--- src/rtl/bus_master_seq.sv ---
// Queued bus master: pops one request per transaction, drives addr/cmd/wr channels independently, masks-compares read data.
// Head pops the edge after a push into an empty queue; req_ready drops while the queue is full, bus readies stall issue.
module bus_master_seq #(
  parameter int W     = 8,
  parameter int A     = 8,
  parameter int DEPTH = 4,
  parameter int CW    = 16
) (
  input  logic          clk,
  input  logic          rst_n,
  input  logic          req_valid,
  output logic          req_ready,
  input  logic          req_op,
  input  logic [A-1:0]  req_addr,
  input  logic [W-1:0]  req_data,
  input  logic [W-1:0]  req_mask,
  output logic [A-1:0]  addr,
  output logic          addr_val,
  input  logic          addr_rdy,
  output logic          cmd,
  output logic          cmd_val,
  input  logic          cmd_rdy,
  output logic [W-1:0]  wr_data,
  output logic          wr_val,
  input  logic          wr_rdy,
  input  logic [W-1:0]  rd_data,
  input  logic          rd_val,
  output logic          rd_rdy,
  input  logic          clr_cnt,
  output logic [CW-1:0] pass_cnt,
  output logic [CW-1:0] fail_cnt,
  output logic          err_pulse,
  output logic          idle
);

  localparam int PW = $clog2(DEPTH);

  typedef struct packed {
    logic         op;
    logic [A-1:0] addr;
    logic [W-1:0] data;
    logic [W-1:0] mask;
  } req_t;

  typedef enum logic [1:0] {S_IDLE, S_ISSUE, S_RDATA} state_t;

  req_t          fifo_q [DEPTH];
  req_t          req_in, head;
  logic [PW:0]   wptr_q, wptr_d, rptr_q, rptr_d;
  logic          fifo_empty, fifo_full, push, pop;

  state_t        state_q, state_d;
  logic          addr_val_q, addr_val_d, cmd_val_q, cmd_val_d, wr_val_q, wr_val_d;
  logic          op_q, op_d;
  logic [A-1:0]  addr_q, addr_d;
  logic [W-1:0]  data_q, data_d, mask_q, mask_d;
  logic [CW-1:0] pass_q, pass_d, fail_q, fail_d;
  logic          err_q, err_d;
  logic          addr_done, cmd_done, wr_done, rd_match;

  // Pointers carry one extra wrap bit so full and empty are distinguishable.
  assign req_in     = '{op: req_op, addr: req_addr, data: req_data, mask: req_mask};
  assign fifo_empty = (wptr_q == rptr_q);
  assign fifo_full  = (wptr_q[PW] != rptr_q[PW]) && (wptr_q[PW-1:0] == rptr_q[PW-1:0]);
  assign push       = req_valid && !fifo_full;
  assign head       = fifo_q[rptr_q[PW-1:0]];
  assign wptr_d     = push ? wptr_q + (PW+1)'(1) : wptr_q;
  assign rptr_d     = pop  ? rptr_q + (PW+1)'(1) : rptr_q;

  always_ff @(posedge clk) begin
    if (push) fifo_q[wptr_q[PW-1:0]] <= req_in;
  end

  // A channel counts as done if it is already idle or transfers at this edge.
  assign addr_done = !addr_val_q || addr_rdy;
  assign cmd_done  = !cmd_val_q  || cmd_rdy;
  assign wr_done   = !wr_val_q   || wr_rdy;
  assign rd_match  = ((rd_data ^ data_q) & mask_q) == '0;
  assign rd_rdy    = (state_q == S_RDATA);

  always_comb begin
    state_d    = state_q;
    pop        = 1'b0;
    addr_val_d = addr_val_q && !addr_rdy;
    cmd_val_d  = cmd_val_q && !cmd_rdy;
    wr_val_d   = wr_val_q && !wr_rdy;
    op_d       = op_q;
    addr_d     = addr_q;
    data_d     = data_q;
    mask_d     = mask_q;
    pass_d     = pass_q;
    fail_d     = fail_q;
    err_d      = 1'b0;
    case (state_q)
      S_IDLE: begin
        if (!fifo_empty) begin
          pop        = 1'b1;
          addr_val_d = 1'b1;
          cmd_val_d  = 1'b1;
          wr_val_d   = head.op;
          op_d       = head.op;
          addr_d     = head.addr;
          data_d     = head.data;
          mask_d     = head.mask;
          state_d    = S_ISSUE;
        end
      end
      S_ISSUE: begin
        if (addr_done && cmd_done && wr_done) state_d = op_q ? S_IDLE : S_RDATA;
      end
      S_RDATA: begin
        if (rd_val) begin
          state_d = S_IDLE;
          if (rd_match) begin
            if (pass_q != '1) pass_d = pass_q + CW'(1);
          end else begin
            err_d = 1'b1;
            if (fail_q != '1) fail_d = fail_q + CW'(1);
          end
        end
      end
      default: state_d = S_IDLE;
    endcase
    if (clr_cnt) begin
      pass_d = '0;
      fail_d = '0;
    end
  end

  always_ff @(posedge clk or negedge rst_n) begin
    if (!rst_n) begin
      state_q    <= S_IDLE;
      wptr_q     <= '0;
      rptr_q     <= '0;
      addr_val_q <= 1'b0;
      cmd_val_q  <= 1'b0;
      wr_val_q   <= 1'b0;
      op_q       <= 1'b0;
      addr_q     <= '0;
      data_q     <= '0;
      mask_q     <= '0;
      pass_q     <= '0;
      fail_q     <= '0;
      err_q      <= 1'b0;
    end else begin
      state_q    <= state_d;
      wptr_q     <= wptr_d;
      rptr_q     <= rptr_d;
      addr_val_q <= addr_val_d;
      cmd_val_q  <= cmd_val_d;
      wr_val_q   <= wr_val_d;
      op_q       <= op_d;
      addr_q     <= addr_d;
      data_q     <= data_d;
      mask_q     <= mask_d;
      pass_q     <= pass_d;
      fail_q     <= fail_d;
      err_q      <= err_d;
    end
  end

  // Payloads read as zero whenever their valid is low.
  assign addr      = addr_val_q ? addr_q : '0;
  assign cmd       = cmd_val_q && op_q;
  assign wr_data   = wr_val_q ? data_q : '0;
  assign addr_val  = addr_val_q;
  assign cmd_val   = cmd_val_q;
  assign wr_val    = wr_val_q;
  assign pass_cnt  = pass_q;
  assign fail_cnt  = fail_q;
  assign err_pulse = err_q;
  assign req_ready = !fifo_full;
  assign idle      = fifo_empty && (state_q == S_IDLE);

endmodule

--- config.mk ---
export PLATFORM = sky130hd
export DESIGN_NAME = bus_master_seq
export DESIGN_NICKNAME = d
export VERILOG_FILES = /design/src/rtl/bus_master_seq.sv
export SDC_FILE = /design/constraint.sdc
export NUM_CORES = 1
export LEC_CHECK = 0
export CAP_MARGIN = 10
export CELL_PAD_IN_SITES_DETAIL_PLACEMENT = 1
export CELL_PAD_IN_SITES_GLOBAL_PLACEMENT = 2
export CORE_MARGIN = 4
export CORE_UTILIZATION = 42
export CTS_CLUSTER_SIZE = 24
export DETAILED_ROUTE_END_ITERATION = 8
export PLACE_DENSITY_LB_ADDON = 0.1
export SETUP_SLACK_MARGIN = 0.3
export SYNTH_ARGS = -nofsm -noshare
export SYNTH_HDL_FRONTEND = slang
export SYNTH_SLANG_ARGS = --single-unit
--- constraint.sdc ---
create_clock -name clk -period 3.5 [get_ports clk]
set_input_delay 1.05 -clock clk [delete_from_list [all_inputs] [get_ports clk]]
set_output_delay 1.05 -clock clk [all_outputs]
set_load 0.01 [all_outputs]
==> results_dict.tcl <==
set metrics [dict create \
    cts-root-buf "clkbuf_16" \
    yosys.cell_types.count 47 \
    synth_warnings 0 \
    slowest_stage "clkdlybuf4s50_1" \
    internal_power_mw 4.69 \
    seqPwrFrac_pct 42.5 \
    setup.worst_path.end_class "output port" \
    powerDensity_nw_per_um2 749 \
    required_ps 2450 \
    firstDrtPassIters 4 \
    whs_ps 491 \
    holdPathEnd "wptr_q[2]$_DFFE_PN0P_" \
    antenna_found_initial 0 \
    fillerInstances 1701 \
    htreeDepth 4 \
    fin_cells 830 \
    area_growth_pct 24.7 \
    path_cells "xnor2_2, nand3b_1, nor3_1, clkdlybuf4s50_1" \
    fmax_ghz 0.333 \
    portBuffers 96 \
    place_inst 798 \
    cts_tree "built" \
    syn_area_per_cell_um2 15.2 \
    vdd_drop_max_uv 448 \
    switching_share_pct 31.5 \
    postCtsSetupBuffers 0 \
    maxSlewViolCount 0 \
    vias 4580 \
    status "complete, no violations" \
    cts_num_sinks 169 \
    synthCells 481 \
    syn-num-nets 529 \
    crit_family "buffers and inverters" \
    grt_pass1_vias 4958 \
    rsz0062_at_grt "no" \
    post-route-util_pct 53.2 \
    first_iter_violations 198 \
    drc 0 \
    rr_endpoint "pass_cnt[13]$_DFFE_PN0P_" \
    cp_num_buf_inv 1 \
    relSlewSlack_pct 47.3 \
    wl_per_cell_um 20.2 \
    setup_violations 0 \
    die_h_um 140 \
    grt_usage_pct 17.7 \
    worstMarginPinSlew_ps 790 \
    pwr-share-comb_pct 32.2 \
    ant_nets 0 \
    grt_max_degree 42 \
    critical_path_class "reg2out" \
    routabilityCongestion 0.772 \
    hpwl_um 11200 \
    numCtsBuffers 17 \
    vias_per_cell 5.52 \
    crit_fanout 4 \
    maxCapViolations 0 \
    final-seq-area_um2 4730 \
    cts.path.max_buffers 2 \
    nNetsFinal 640 \
    multi_input_area_um2 2480 \
    cpPeakStageDelay_ps 560 \
    initial_utilization_pct 42.6 \
    netlist_area_um2 7320 \
    hp-class "reg2reg" \
    finalCritPeriodShare_pct 85.8 \
    startpoint_type "flop" \
    worstHoldStart "wptr_q[2]$_DFFE_PN0P_" \
    synthMuxAreaShare_pct 13.1 \
    layout-drive-gt1-share_pct 19.8 \
    r2r_start "pass_cnt[0]$_DFFE_PN0P_" \
    antenna-diode-count 0 \
    arrival_ps 1950 \
    cts_hold_buf 0 \
    synth-compound-area-share_pct 5.60 \
    die_area_um2 19600 \
    ys_ff_latch 169 \
    finalSetupTns_ps 0 \
    synth_top_family_by_area "multiplexers" \
    grt-ovfl-total 0 \
    clk_latency_ps 420 \
    synth_xor_area_share_pct 1.79 \
    regToRegSetupSlack_ps 930 \
    drt-total-wl_um 16700 \
    p_sw_mw 2.15 \
    synthAdderAreaFrac_pct 1.20 \
    clockPowerShare_pct 25.3 \
    power.leakage_nw 3.28 \
    finalCriticalPeriod_ps 3000 \
    row_count 48 \
    die_w_um 140 \
    skew_ps 13.1 \
    ys_seq_area_share_pct 64.6 \
    core_um2 17200 \
    synth-simple-area-share_pct 11.9 \
    min_delay_path_depth 1 \
    r2r_cells 6 \
    clkTransAtPathRegs_ps 60 \
    hold_viol 0 \
    grt_first_pass_wirelength_um 27100 \
    ioPinCount 97 \
]
[how the worst max path moves through the flow]
stage	slack, ps	endpoint	cells after the start	from
2_1_floorplan	950	pass_cnt[12]$_DFFE_PN0P_	6	rd_data[7]
3_3_place_gp	390	pass_cnt[12]$_DFFE_PN0P_	7	rd_data[7]
3_5_place_dp	330	pass_cnt[11]$_DFFE_PN0P_	7	rd_data[7]
4_1_cts	450	idle	4	wptr_q[1]$_DFFE_PN0P_
5_1_grt	330	idle	4	rptr_q[2]$_DFFE_PN0P_
6_report	500	idle	4	wptr_q[0]$_DFFE_PN0P_
[state kept, by name (all words and copies together), names as in the netlist]
register   count
rptr_q         3
err_pulse      1
addr_val       1
op_q           1
data_q         8
addr_q         8
fifo_q       100
cmd_val        1
pass_cnt      16
state_q        2
fail_cnt      16
wptr_q         3
wr_val         1
mask_q         8
[cell usage in the layout (no fill, tap or decap), types with 17 or more instances in the layout]
| master | Yosys | routed |
|---|---|---|
| clkdlybuf4s50_1 | 0 | 95 |
| clkbuf_16 | 0 | 17 |
| a21oi_1 | 22 | 22 |
| mux4_2 | 25 | 25 |
| edfxtp_1 | 100 | 100 |
| dfrtp_1 | 69 | 68 |
| mux2_2 | 32 | 32 |
| and2_1 | 23 | 23 |
| buf_4 | 2 | 18 |
[stage by stage]
stage | total power, mW | setup slack [ps] | instance area [µm²]
final | 6.84 | 495 | 9140
after global routing | 7.25 | 328 | 9140
after CTS | 6.95 | 451 | 9120
after detailed placement | 5.18 | 330 | 8580
after global placement | 5.08 | 395 | 8580
after floorplan | 4.37 | 955 | 7320
[power by group through the flow]
stage / Clock, mW / Sequential [mW] / Combinational (mW)
2_1_floorplan: 0 / 2.85 / 1.51
3_3_place_gp: 0 / 2.91 / 2.17
3_5_place_dp: 0 / 2.95 / 2.24
4_1_cts: 1.78 / 2.91 / 2.26
5_1_grt: 1.89 / 2.96 / 2.40
6_report: 1.73 / 2.91 / 2.21
[timing repair]
item | 4_1_cts | 5_1_grt
endpoints found under the hold margin | 0 | 0
gates resized for setup | 0 | 2
setup endpoints to repair | 0 | 1
[per-layer routing]
| layer | up-vias | track usage [%] | share of wire [%] |
|---|---|---|---|
| met5 | - | 0 | 0 |
| met1 | 2359 | 21.4 | 41 |
| li1 | 2101 | - | - |
| met2 | 103 | 32.0 | 54 |
| met4 | 0 | 5.25 | 1.5 |
| met3 | 17 | 3.55 | 3.8 |
[area by class of cell]
cell class / instances / share of cell area (%)
multi-input combinational: 287 / 27.2
sequential: 169 / 51.8
clock inverter: 15 / 1.27
inverter: 4 / 0.164
clock buffer: 17 / 4.66
tap: 225 / 3.08
timing repair buffer: 113 / 11.9
[cells in the mapped netlist (all sizes together)]
cell type / number / area, µm²
clkbuf: 8 / 31.3
dfrtp: 69 / 1730
nor2: 13 / 48.8
nand4: 10 / 68.8
or3: 4 / 25.0
edfxtp: 100 / 3000
nand3b: 2 / 15.0
mux2: 34 / 383
a22o: 1 / 8.76
nor2b: 10 / 62.6
nand2b: 5 / 31.3
o211ai: 2 / 15.0
a22oi: 4 / 50.1
nand3: 16 / 80.1
inv: 4 / 15.0
o41ai: 2 / 17.5
o2111ai: 2 / 17.5
and2: 23 / 144
ha: 7 / 87.6
nand4bb: 1 / 11.3
buf: 13 / 88.8
a31oi: 1 / 6.26
nor4: 4 / 31.3
nand2: 16 / 60.1
and2b: 1 / 8.76
xor2: 11 / 96.3
nor3: 6 / 30.0
o21ai: 9 / 48.8
or4: 15 / 113
xnor2: 4 / 35.0
a41oi: 1 / 16.3
mux2i: 1 / 10.0
and3: 10 / 62.6
a21oi: 22 / 110
mux4: 25 / 563
and4: 6 / 55.1
nor3b: 3 / 27.5
o31ai: 16 / 120
[cell families after synthesis]
group | count (synthesis)
xor gates and xnor gates | 15
DFF | 169
AOI/OAI and AO/OA | 60
buffers and inverters | 25
adders and majority gates | 7
muxes | 60
and+or+nand+nor | 145
Note: power is estimated with default switching activity, not from simulation.
